File: src/rtl/rv32i_memoryaccess_pkg.sv
// Shared definitions for the RV32I memory-access stage: one-hot opcode
// indices, funct3 access codes, FSM state encoding and the access-size
// decode used by both the lane aligner and the misalignment check.
package rv32i_memoryaccess_pkg;

    // One-hot opcode bit indices as produced by the decode stage.
    localparam int OPCODE_WIDTH  = 11;
    localparam int OPCODE_RTYPE  = 0;
    localparam int OPCODE_ITYPE  = 1;
    localparam int OPCODE_LOAD   = 2;
    localparam int OPCODE_STORE  = 3;
    localparam int OPCODE_BRANCH = 4;
    localparam int OPCODE_JAL    = 5;
    localparam int OPCODE_JALR   = 6;
    localparam int OPCODE_LUI    = 7;
    localparam int OPCODE_AUIPC  = 8;
    localparam int OPCODE_SYSTEM = 9;
    localparam int OPCODE_FENCE  = 10;

    // funct3 encodings of the load/store instructions.
    localparam logic [2:0] FUNCT3_LB  = 3'b000;
    localparam logic [2:0] FUNCT3_LH  = 3'b001;
    localparam logic [2:0] FUNCT3_LW  = 3'b010;
    localparam logic [2:0] FUNCT3_LBU = 3'b100;
    localparam logic [2:0] FUNCT3_LHU = 3'b101;
    localparam logic [2:0] FUNCT3_SB  = 3'b000;
    localparam logic [2:0] FUNCT3_SH  = 3'b001;
    localparam logic [2:0] FUNCT3_SW  = 3'b010;

    typedef enum logic [2:0] {
        ST_IDLE  = 3'd0,
        ST_REQ   = 3'd1,
        ST_WAIT  = 3'd2,
        ST_ABORT = 3'd3,
        ST_DONE  = 3'd4
    } state_t;

    typedef enum logic [1:0] {
        SZ_BYTE = 2'd0,
        SZ_HALF = 2'd1,
        SZ_WORD = 2'd2
    } size_t;

    // Access width of a load or store; unsupported funct3 values act as a word.
    function automatic size_t access_size(input logic is_store, input logic [2:0] funct3);
        if (is_store) begin
            case (funct3)
                FUNCT3_SB: return SZ_BYTE;
                FUNCT3_SH: return SZ_HALF;
                FUNCT3_SW: return SZ_WORD;
                default:   return SZ_WORD;
            endcase
        end
        case (funct3)
            FUNCT3_LB, FUNCT3_LBU: return SZ_BYTE;
            FUNCT3_LH, FUNCT3_LHU: return SZ_HALF;
            FUNCT3_LW:             return SZ_WORD;
            default:               return SZ_WORD;
        endcase
    endfunction

endpackage

File: src/rtl/rv32i_lsu_align.sv
// Combinational lane logic of the memory-access stage: byte selects and
// replicated store data for the bus, and lane extraction plus sign/zero
// extension of returned load data.
module rv32i_lsu_align
    import rv32i_memoryaccess_pkg::*;
(
    input  logic        is_store,
    input  logic [2:0]  funct3,
    input  logic [1:0]  addr_lo,
    input  logic [31:0] store_data,
    input  logic [31:0] load_raw,
    output logic [3:0]  sel,
    output logic [31:0] wb_wdata,
    output logic [31:0] load_ext
);

    logic [7:0]  lane_b;
    logic [15:0] lane_h;
    logic        sext;

    assign lane_b = load_raw[{addr_lo, 3'b000} +: 8];
    assign lane_h = addr_lo[1] ? load_raw[31:16] : load_raw[15:0];
    // funct3[2] marks the unsigned load variants (LBU/LHU).
    assign sext   = ~funct3[2];

    // Select lanes and extend according to the access width.
    always_comb begin
        // NOTE: every output gets a default before the case so no latch is inferred.
        sel      = 4'b1111;
        wb_wdata = store_data;
        load_ext = load_raw;
        unique case (access_size(is_store, funct3))
            SZ_BYTE: begin
                sel      = 4'b0001 << addr_lo;
                wb_wdata = {4{store_data[7:0]}};
                load_ext = {{24{sext & lane_b[7]}}, lane_b};
            end
            SZ_HALF: begin
                sel      = addr_lo[1] ? 4'b1100 : 4'b0011;
                wb_wdata = {2{store_data[15:0]}};
                load_ext = {{16{sext & lane_h[15]}}, lane_h};
            end
            default: begin
                sel      = 4'b1111;
                wb_wdata = store_data;
                load_ext = load_raw;
            end
        endcase
    end

endmodule

File: src/rtl/rv32i_memoryaccess.sv
// Memory-access stage of the multi-cycle RV32I core. Issues one
// Wishbone-style data transaction per LOAD/STORE, completes other opcodes
// without bus activity, and produces the extended load result consumed by
// writeback. All outputs are registered.
// Optional build macro MISALIGNED_TRAP_EN: misaligned half/word accesses
// complete immediately with o_misaligned instead of touching the bus.
module rv32i_memoryaccess
    import rv32i_memoryaccess_pkg::*;
#(
    parameter int ACK_TIMEOUT = 255
)
(
    input  logic                    i_clk,
    input  logic                    i_rst_n,
    input  logic                    i_memoryaccess_en,
    input  logic [OPCODE_WIDTH-1:0] i_opcode,
    input  logic [2:0]              i_funct3,
    input  logic [31:0]             i_address,
    input  logic [31:0]             i_rs2_data,
    output logic [31:0]             o_load_data,
    output logic                    o_done,
    output logic                    o_busy,
    output logic                    o_bus_err,
    output logic                    o_misaligned,
    output logic                    o_wb_cyc,
    output logic                    o_wb_stb,
    output logic                    o_wb_we,
    output logic [31:0]             o_wb_addr,
    output logic [31:0]             o_wb_data,
    output logic [3:0]              o_wb_sel,
    input  logic                    i_wb_stall,
    input  logic                    i_wb_ack,
    input  logic [31:0]             i_wb_data
);

    // Counter only has to reach ACK_TIMEOUT-1.
    localparam int CNT_W = (ACK_TIMEOUT < 2) ? 1 : $clog2(ACK_TIMEOUT);

    state_t             state_q, state_d;
    logic               store_q, store_d;
    logic [2:0]         f3_q, f3_d;
    logic [1:0]         lo_q, lo_d;
    logic [CNT_W-1:0]   tmo_q, tmo_d;
    logic [31:0]        load_q, load_d;
    logic               done_q, done_d;
    logic               busy_q, busy_d;
    logic               err_q, err_d;
    logic               mis_q, mis_d;
    logic               cyc_q, cyc_d;
    logic               stb_q, stb_d;
    logic               we_q, we_d;
    logic [31:0]        addr_q, addr_d;
    logic [31:0]        wdata_q, wdata_d;
    logic [3:0]         sel_q, sel_d;

    logic               is_store_in;
    logic               is_mem;
    logic               trap_hit;
    logic               tmo_hit;
    logic               al_store;
    logic [2:0]         al_f3;
    logic [1:0]         al_lo;
    logic [3:0]         al_sel;
    logic [31:0]        al_wdata;
    logic [31:0]        al_load;
    logic               unused_opcode;

    assign is_store_in   = i_opcode[OPCODE_STORE];
    assign is_mem        = i_opcode[OPCODE_LOAD] | i_opcode[OPCODE_STORE];
    // Only the LOAD/STORE bits matter here; the rest of the one-hot vector is don't-care.
    assign unused_opcode = ^i_opcode;

    // In IDLE the aligner sees the incoming request; afterwards the latched one,
    // so the load lane is extracted with the address of the access in flight.
    assign al_store = (state_q == ST_IDLE) ? is_store_in     : store_q;
    assign al_f3    = (state_q == ST_IDLE) ? i_funct3        : f3_q;
    assign al_lo    = (state_q == ST_IDLE) ? i_address[1:0]  : lo_q;

    rv32i_lsu_align u_align (
        .is_store   (al_store),
        .funct3     (al_f3),
        .addr_lo    (al_lo),
        .store_data (i_rs2_data),
        .load_raw   (i_wb_data),
        .sel        (al_sel),
        .wb_wdata   (al_wdata),
        .load_ext   (al_load)
    );

`ifdef MISALIGNED_TRAP_EN
    // Flag half accesses on odd addresses and word accesses off a word boundary.
    always_comb begin
        trap_hit = 1'b0;
        unique case (access_size(is_store_in, i_funct3))
            SZ_HALF: trap_hit = i_address[0];
            SZ_WORD: trap_hit = |i_address[1:0];
            default: trap_hit = 1'b0;
        endcase
    end
`else
    assign trap_hit = 1'b0;
`endif

    // A timeout of zero disables the watchdog entirely.
    assign tmo_hit = (ACK_TIMEOUT != 0) && (32'(tmo_q) == 32'(ACK_TIMEOUT - 1));

    // Next-state and next-output logic; pulses default low, everything else holds.
    always_comb begin
        state_d = state_q;
        store_d = store_q;
        f3_d    = f3_q;
        lo_d    = lo_q;
        tmo_d   = tmo_q;
        load_d  = load_q;
        busy_d  = busy_q;
        cyc_d   = cyc_q;
        stb_d   = stb_q;
        we_d    = we_q;
        addr_d  = addr_q;
        wdata_d = wdata_q;
        sel_d   = sel_q;
        done_d  = 1'b0;
        err_d   = 1'b0;
        mis_d   = 1'b0;

        unique case (state_q)
            ST_IDLE: begin
                if (i_memoryaccess_en) begin
                    busy_d = 1'b1;
                    if (!is_mem) begin
                        done_d  = 1'b1;
                        state_d = ST_DONE;
                    end else if (trap_hit) begin
                        done_d  = 1'b1;
                        mis_d   = 1'b1;
                        state_d = ST_DONE;
                    end else begin
                        store_d = is_store_in;
                        f3_d    = i_funct3;
                        lo_d    = i_address[1:0];
                        tmo_d   = '0;
                        cyc_d   = 1'b1;
                        stb_d   = 1'b1;
                        we_d    = is_store_in;
                        addr_d  = {i_address[31:2], 2'b00};
                        wdata_d = is_store_in ? al_wdata : 32'd0;
                        sel_d   = al_sel;
                        state_d = ST_REQ;
                    end
                end
            end
            ST_REQ, ST_WAIT: begin
                if (i_wb_ack) begin
                    // Ack takes priority over a coincident timeout.
                    cyc_d  = 1'b0;
                    stb_d  = 1'b0;
                    we_d   = 1'b0;
                    sel_d  = 4'b0000;
                    done_d = 1'b1;
                    if (!store_q) begin
                        load_d = al_load;
                    end
                    state_d = ST_DONE;
                end else if (tmo_hit) begin
                    cyc_d   = 1'b0;
                    stb_d   = 1'b0;
                    we_d    = 1'b0;
                    sel_d   = 4'b0000;
                    state_d = ST_ABORT;
                end else begin
                    tmo_d = tmo_q + 1'b1;
                    if (state_q == ST_REQ && !i_wb_stall) begin
                        stb_d   = 1'b0;
                        state_d = ST_WAIT;
                    end
                end
            end
            ST_ABORT: begin
                done_d = 1'b1;
                err_d  = 1'b1;
                if (!store_q) begin
                    load_d = 32'd0;
                end
                state_d = ST_DONE;
            end
            ST_DONE: begin
                busy_d  = 1'b0;
                state_d = ST_IDLE;
            end
            default: begin
                state_d = ST_IDLE;
            end
        endcase
    end

    // State and output registers with synchronous reset.
    always_ff @(posedge i_clk) begin
        // NOTE: non-blocking assignments so every register samples pre-edge values.
        if (!i_rst_n) begin
            state_q <= ST_IDLE;
            store_q <= 1'b0;
            f3_q    <= 3'd0;
            lo_q    <= 2'd0;
            tmo_q   <= '0;
            load_q  <= 32'd0;
            done_q  <= 1'b0;
            busy_q  <= 1'b0;
            err_q   <= 1'b0;
            mis_q   <= 1'b0;
            cyc_q   <= 1'b0;
            stb_q   <= 1'b0;
            we_q    <= 1'b0;
            addr_q  <= 32'd0;
            wdata_q <= 32'd0;
            sel_q   <= 4'd0;
        end else begin
            state_q <= state_d;
            store_q <= store_d;
            f3_q    <= f3_d;
            lo_q    <= lo_d;
            tmo_q   <= tmo_d;
            load_q  <= load_d;
            done_q  <= done_d;
            busy_q  <= busy_d;
            err_q   <= err_d;
            mis_q   <= mis_d;
            cyc_q   <= cyc_d;
            stb_q   <= stb_d;
            we_q    <= we_d;
            addr_q  <= addr_d;
            wdata_q <= wdata_d;
            sel_q   <= sel_d;
        end
    end

    assign o_load_data  = load_q;
    assign o_done       = done_q;
    assign o_busy       = busy_q;
    assign o_bus_err    = err_q;
    assign o_misaligned = mis_q;
    assign o_wb_cyc     = cyc_q;
    assign o_wb_stb     = stb_q;
    assign o_wb_we      = we_q;
    assign o_wb_addr    = addr_q;
    assign o_wb_data    = wdata_q;
    assign o_wb_sel     = sel_q;

endmodule
File: config.mk
export PLATFORM = sky130hd
export DESIGN_NAME = rv32i_memoryaccess
export DESIGN_NICKNAME = d
export VERILOG_FILES = /design/src/rtl/rv32i_memoryaccess_pkg.sv /design/src/rtl/rv32i_lsu_align.sv /design/src/rtl/rv32i_memoryaccess.sv
export SDC_FILE = /design/constraint.sdc
export NUM_CORES = 1
export LEC_CHECK = 0
export CORE_ASPECT_RATIO = 1.2
export CORE_MARGIN = 1.5
export CORE_UTILIZATION = 40
export CTS_BUF_LIST = sky130_fd_sc_hd__clkbuf_4 sky130_fd_sc_hd__clkbuf_8
export CTS_CLUSTER_SIZE = 28
export DETAILED_ROUTE_END_ITERATION = 16
export MAX_ROUTING_LAYER = met4
export PLACE_DENSITY = 0.79
export SYNTH_ARGS = -nofsm -noshare
export SYNTH_HDL_FRONTEND = slang
export SYNTH_SLANG_ARGS = --single-unit
File: constraint.sdc
create_clock -name i_clk -period 2 [get_ports i_clk]
set_input_delay 0.4 -clock i_clk [delete_from_list [all_inputs] [get_ports i_clk]]
set_output_delay 0.4 -clock i_clk [all_outputs]
set_load 0.005 [all_outputs]
# Word-level counts from Yosys, hierarchy flattened

Cells that the tools add are included.

Flip-flop bits (word level): 121
Output and inout bits: 107

Add/sub/neg operators: 1
Eq/ne operators: 18
Shift operators: 2
Muxes and demuxes: 53
Bitwise operators: 4
Reductions and logical operators: 18

Operators with widths:

| cell                                                            | count |
|---|---|
| 32-bit case mux with 2 select lines                             | 3 |
| 32-bit 2-to-1 mux                                               | 4 |
| 8-bit 2-to-1 mux                                                | 4 |
| 32-bit by 6-bit variable part select with 8-bit output          | 1 |
| 4-bit 2-to-1 mux                                                | 5 |
| 3-bit 2-to-1 mux                                                | 6 |
| 1-bit 2-to-1 mux                                                | 16 |
| 16-bit 2-to-1 mux                                               | 1 |
| 4-bit case mux with 2 select lines                              | 2 |
| 8-bit case mux with 2 select lines                              | 1 |
| 2-bit inequality test, second input constant                    | 7 |
| 4-bit AND reduction                                             | 3 |
| 3-bit == test, second input constant                            | 3 |
| 3-bit case mux with 3 select lines                              | 1 |
| 8-bit by 1-bit adder with 8-bit output, second input constant   | 1 |
| 8-bit == test, second input constant                            | 1 |
| 1-bit case mux with 2 select lines                              | 4 |
| 2-bit case mux with 2 select lines                              | 2 |
| 3-bit by 1-bit == test with 1-bit output, second input constant | 2 |
| 3-bit by 2-bit == test with 1-bit output, second input constant | 2 |
| 3-bit logical NOT                                               | 2 |
| 2-bit 2-to-1 mux                                                | 3 |
| 2-bit nonzero test                                              | 3 |
| 2-bit OR reduction                                              | 3 |
| other kinds (14)                                                | 16 |

# Longest topological paths before layout

Depth after elaboration: 11
Gate-level depth with buffers: 9

# Cells and area by module

A second synthesis with hierarchy kept.

Cell total of the unflattened synthesis: 737
Area total of the unflattened synthesis: 5,870.6 um^2

By module, submodules not included:

| module             | instances | cells each | area each (um^2) |
|---|---|---|---|
| rv32i_memoryaccess | 1         | 549        | 4,702.0 |
| rv32i_lsu_align    | 1         | 188        | 1,168.6 |

# Least setup slack after synthesis

OpenSTA, ideal clock, no wires.

Kind: register to register
From: register state_q[2]
To: register load_q[17] (netlist: o_load_data[17])
Setup time: 0.122 ns
Arrival: 1.921 ns
Slack: -0.043 ns
Cell stages (with the launch flop): 9
Buffers on the path: 4
Cell sequence: dfxtp_1 -> buf_6 -> or3_4 -> buf_6 -> mux2i_4 -> and2_1 -> buf_4 -> buf_6 -> a221o_1

Longest elaborated chain between the ends: 11
Elaborated cells between the ends (all ways): 35
Those cells by class: 10 x eq/ne; 1 x shift; 13 x mux; 3 x bitwise; 8 x reduce/logical

Ends and longest elaborated chain:

| item                                                                                 | line                                                                         | RTL |
|---|---|---|
| start, declared                                                                      | rv32i_memoryaccess.sv:39                                                     | `state_t state_q, state_d;` |
| start signal, assigned                                                               | rv32i_memoryaccess.sv:217                                                    | `state_q <= state_d;` |
| 3-bit logical NOT                                                                    | rv32i_memoryaccess.sv:75, rv32i_memoryaccess.sv:76, rv32i_memoryaccess.sv:77 |  |
| 3-bit 2-to-1 mux                                                                     | rv32i_memoryaccess.sv:76                                                     | `assign al_f3 = (state_q == ST_IDLE) ? i_funct3 : f3_q;` |
| 3-bit by 1-bit == test with 1-bit output (tied with other cells)                     | rv32i_memoryaccess_pkg.sv:47, rv32i_memoryaccess_pkg.sv:54                   |  |
| 2-bit OR reduction / 2-bit case mux with 2 select lines (equally long branches)      | rv32i_memoryaccess_pkg.sv:54, rv32i_memoryaccess_pkg.sv:47                   |  |
| 2-bit case mux with 2 select lines / 2-bit 2-to-1 mux (equally long branches)        | rv32i_memoryaccess_pkg.sv:54, rv32i_memoryaccess_pkg.sv:46                   |  |
| 2-bit 2-to-1 mux                                                                     | rv32i_memoryaccess_pkg.sv:54                                                 | `case (funct3)` |
| 2-bit by 1-bit == test with 1-bit output / 2-bit logical NOT (equally long branches) | rv32i_lsu_align.sv:32                                                        | `unique case (access_size(is_store, funct3))` |
| 32-bit case mux with 2 select lines                                                  | rv32i_lsu_align.sv:32                                                        |  |
| 32-bit 2-to-1 mux                                                                    | rv32i_memoryaccess.sv:160                                                    | `if (!store_q) begin` |
| 32-bit 2-to-1 mux                                                                    | rv32i_memoryaccess.sv:153                                                    | `if (i_wb_ack) begin` |
| 32-bit case mux with 2 select lines                                                  | rv32i_memoryaccess.sv:126                                                    | `unique case (state_q)` |
| end signal, assigned                                                                 | rv32i_memoryaccess.sv:222                                                    | `load_q <= load_d;` |
| end, declared                                                                        | rv32i_memoryaccess.sv:44                                                     | `logic [31:0] load_q, load_d;` |

Parallel ways exist; a longest one is shown, timed or not. The select of a mux whose other input is x is not followed.
A chain may end at the register's enable or synchronous reset.

# Final worst setup path

From: register state_q[1]
To: register sel_q[0] (netlist: o_wb_sel[0])

Longest elaborated chain between the ends: 11
Elaborated cells between the ends (all ways): 31
Those cells by class: 9 x eq/ne; 1 x shift; 13 x mux; 8 x reduce/logical

Ends and longest elaborated chain:

| item                                                                                 | line                                                       | RTL |
|---|---|---|
| 3-bit logical NOT                                                                    | n/a                                                        |  |
| 3-bit 2-to-1 mux                                                                     | rv32i_memoryaccess.sv:76                                   |  |
| 3-bit by 1-bit == test with 1-bit output (tied with other cells)                     | rv32i_memoryaccess_pkg.sv:47, rv32i_memoryaccess_pkg.sv:54 |  |
| 2-bit OR reduction / 2-bit case mux with 2 select lines (equally long branches)      | rv32i_memoryaccess_pkg.sv:54, rv32i_memoryaccess_pkg.sv:47 |  |
| 2-bit case mux with 2 select lines / 2-bit 2-to-1 mux (equally long branches)        | rv32i_memoryaccess_pkg.sv:54, rv32i_memoryaccess_pkg.sv:46 |  |
| 2-bit 2-to-1 mux                                                                     | rv32i_memoryaccess_pkg.sv:54                               |  |
| 2-bit by 1-bit == test with 1-bit output / 2-bit logical NOT (equally long branches) | rv32i_lsu_align.sv:32                                      |  |
| 4-bit case mux with 2 select lines                                                   | rv32i_lsu_align.sv:32                                      |  |
| 4-bit 2-to-1 mux                                                                     | rv32i_memoryaccess.sv:130                                  | `if (!is_mem) begin` |
| 4-bit 2-to-1 mux                                                                     | rv32i_memoryaccess.sv:128                                  | `if (i_memoryaccess_en) begin` |
| 4-bit case mux with 2 select lines                                                   | rv32i_memoryaccess.sv:126                                  |  |
| end signal, assigned                                                                 | rv32i_memoryaccess.sv:232                                  | `sel_q <= sel_d;` |
| end, declared                                                                        | rv32i_memoryaccess.sv:54                                   | `logic [3:0] sel_q, sel_d;` |

Parallel ways exist; a longest one is shown, timed or not. The select of a mux whose other input is x is not followed.

==> run metrics <==
crit start category register; Cells after Synth 590; Synth top area share 45.5%; vias 5,609; Synth area leaders dfxtp_1, nand2_1, a21oi_1, mux2i_1, nor2_1; final hold violations 0; die width 108 um; final-report setup violation count 0; DRC 0; first-pass GRT wire length 27,700 um; worst-skew pair later-pin latency 430 ps; Clock Skew 15.1 ps; total clock sinks 121; Yosys cell types 64; pwr/cell area 888 mW/mm2; predominant post-synthesis flop cell dfxtp_1; routability cong. 0.963; Initial Util 40.6%; die area 0.0140 mm2; total track usage 26.0%; drt wl/cell 17.4 um; diode count 0; area post-placement 0.00805 mm2; Largest stage delay, worst path 450 ps; initial drt markers 278; Worst Path Buf+Inv 3; Slew @ Worst Pin 510 ps; fin. max-slew vios 0; Max Clock Freq 0.510 GHz; Fillers 1,057; #FFs+latches synth 121; Syn Area/Cell 9.02 um2; antenna violations before repair 0; Final nets 967; slowest CP cell or3_4; number of buffers created by CTS 17; worst path cell trace or3_4, buf_6, mux2i_4, a21oi_2, buf_4, buf_4, a2bb2oi_1, nor2_1; max_slew headroom 65.1%; CTS Root Buffer Type clkbuf_8; post-route cell area 0.00860 mm2; Reg clk slew, reported paths 80 ps; final worst path period need 1960 ps; largest net degree at the start of global routing 60; EDFF count, synth 0; Layout area overhead 61.6%; HPWL Detailed 13,200 um; Peak VDD IR 0.616 mV; Placeable Area 0.0131 mm2; Site Rows 46; IO buf count 209; Routed Antenna Nets 0; DIE HEIGHT 129 um; H-tree depth 4; post-DR vias/cell 5.45; ys async rst share 0%; CTS tree built; status completed; grt total ovfl 0; Pwr Total 7.64 mW; vias in the first global route 5,666; Max FO, Critical Path 6; Tcrit/Tclk final 98.0%; max_cap viols 0; Leakage 3.31 nW; fraction of layout cells with a size suffix above 1 17.6%; CP delay by family, top simple AND/OR/NAND/NOR gates; Top Ports 222; sequential fraction of the synthesis area 45.5%; post-synthesis cell area 0.00532 mm2; critical path's most frequent cell buf_4; WS Path Type reg -> reg; Yosys top cell by area dfxtp_1; drt pass-1 iters 5; synth warn 0; Critical Path RT 2310 ps; clk buf depth 2; Post-Route WL 17,900 um; Worst EP arrival 2270 ps; Multi-input gate area 0.00275 mm2; crit end category register; register area 0.00242 mm2; Hold Crit Class in -> reg
-- cells in the final DEF (no fill, tap or decap), types with 5 or more instances in the layout --
master,synthesis,routed
buf_12,0,10
clkbuf_8,0,17
inv_6,0,5
a221o_1,16,16
o31ai_1,8,8
o21ai_0,20,20
mux2i_1,23,18
buf_4,6,60
dfxtp_1,121,119
a21oi_1,55,55
nor2_1,44,43
a22oi_1,16,16
nor2b_1,6,6
nand2_1,112,112
mux2_2,13,13
clkdlybuf4s50_1,0,205
a22o_1,7,7
o221ai_1,7,5
o22ai_1,8,8
nand3_1,6,5
-- Yosys cell counts (7+ instances only) --
library cell and n:
o22ai_1 8, mux2_2 13, o221ai_1 7, clkbuf_1 20, a221o_1 16, mux2i_1 23
o31ai_1 8, a22oi_1 16, a22o_1 7, o21ai_0 20, dfxtp_1 121, a21oi_1 55
buf_2 10, nor2_1 44, nand2_1 112
-- routing by layer --
layer  share of wire [%]  GRT usage [%]  vias to the layer above
li1                    -              -                     2649
met1                  40           29.4                     2706
met2                  51           43.2                      210
met3                 5.6           6.39                       44
met4                 3.3           12.3                        0
met5                   0              -                        -
-- layout make-up --
type / instances / area share [%]
Clock buffer: 17 / 2.72
Clock inverter: 14 / 2.17
Inverter: 4 / 0.175
Multi-Input combinational cell: 424 / 32.0
Sequential cell: 121 / 28.2
Tap cell: 168 / 2.44
Timing Repair Buffer: 282 / 32.3
-- flip-flops by register name, summed over array words and instances (netlist names) --
| register | cells |
|---|---|
| f3_q | 3 |
| lo_q | 2 |
| o_bus_err | 1 |
| o_busy | 1 |
| o_done | 1 |
| o_load_data | 32 |
| o_wb_addr | 30 |
| o_wb_cyc | 1 |
| o_wb_data | 32 |
| o_wb_sel | 4 |
| o_wb_stb | 1 |
| o_wb_we | 1 |
| state_q | 3 |
| store_q | 1 |
| tmo_q | 8 |
-- worst paths after layout --
kind | start | cells after the start | slack, ps | to
setup reg to reg | state_q[1]$_SDFFE_PN0P_ | 8 | 40 | o_wb_sel[0]$_SDFFE_PN0P_
hold / removal | i_wb_data[23] | 2 | 320 | o_load_data[23]$_SDFFE_PN0P_
setup / recovery | state_q[1]$_SDFFE_PN0P_ | 8 | 40 | o_wb_sel[0]$_SDFFE_PN0P_
hold reg to reg | o_wb_addr[9]$_SDFFE_PN0P_ | 2 | 450 | o_wb_addr[9]$_SDFFE_PN0P_
-- metrics by stage --
| stage | instances | TNS (ps) | hold WS, ps | setup slack [ps] | util [%] |
|---|---|---|---|---|---|
| after floorplan | 592 | 0 | 436 | 5.50 | - |
| after global placement | 997 | -22760 | 437 | -448 | 61.3 |
| after CTS | 1029 | 0 | 458 | 3.21 | 64.8 |
| after detailed placement | 997 | -26340 | 443 | -541 | 61.3 |
| final | 1030 | 0 | 324 | 40.9 | 65.6 |
| after global routing | 1030 | -46.6 | 296 | -12.3 | 65.6 |
-- where the power goes --
group	switching, mW	internal (mW)	leakage (nW)	total [mW]
clock	1.09	1.26	0.206	2.35
combinational	1.15	1.37	2.11	2.52
sequential	0.137	2.64	0.987	2.77
-- repair_timing --
action                     4_1_cts  5_1_grt
hold buffers                     0        0
setup endpoints to repair       24       39
resized for setup                4       21
pin swaps                        1        1
buffers inserted                 1        1
-- cell families after synthesis --
family                     Yosys count  share of synthesized area (%)
AOI/OAI and AO/OA                  175                           22.8
adders and majority gates            2                          0.470
and+or+nand+nor                    196                           16.1
DFF                                121                           45.5
other                                1                         0.0704
muxes                               42                           9.26
buffers and inverters               47                           4.82
xor gates and xnor gates             6                          0.987
Note: power is estimated with default switching activity, not from simulation.
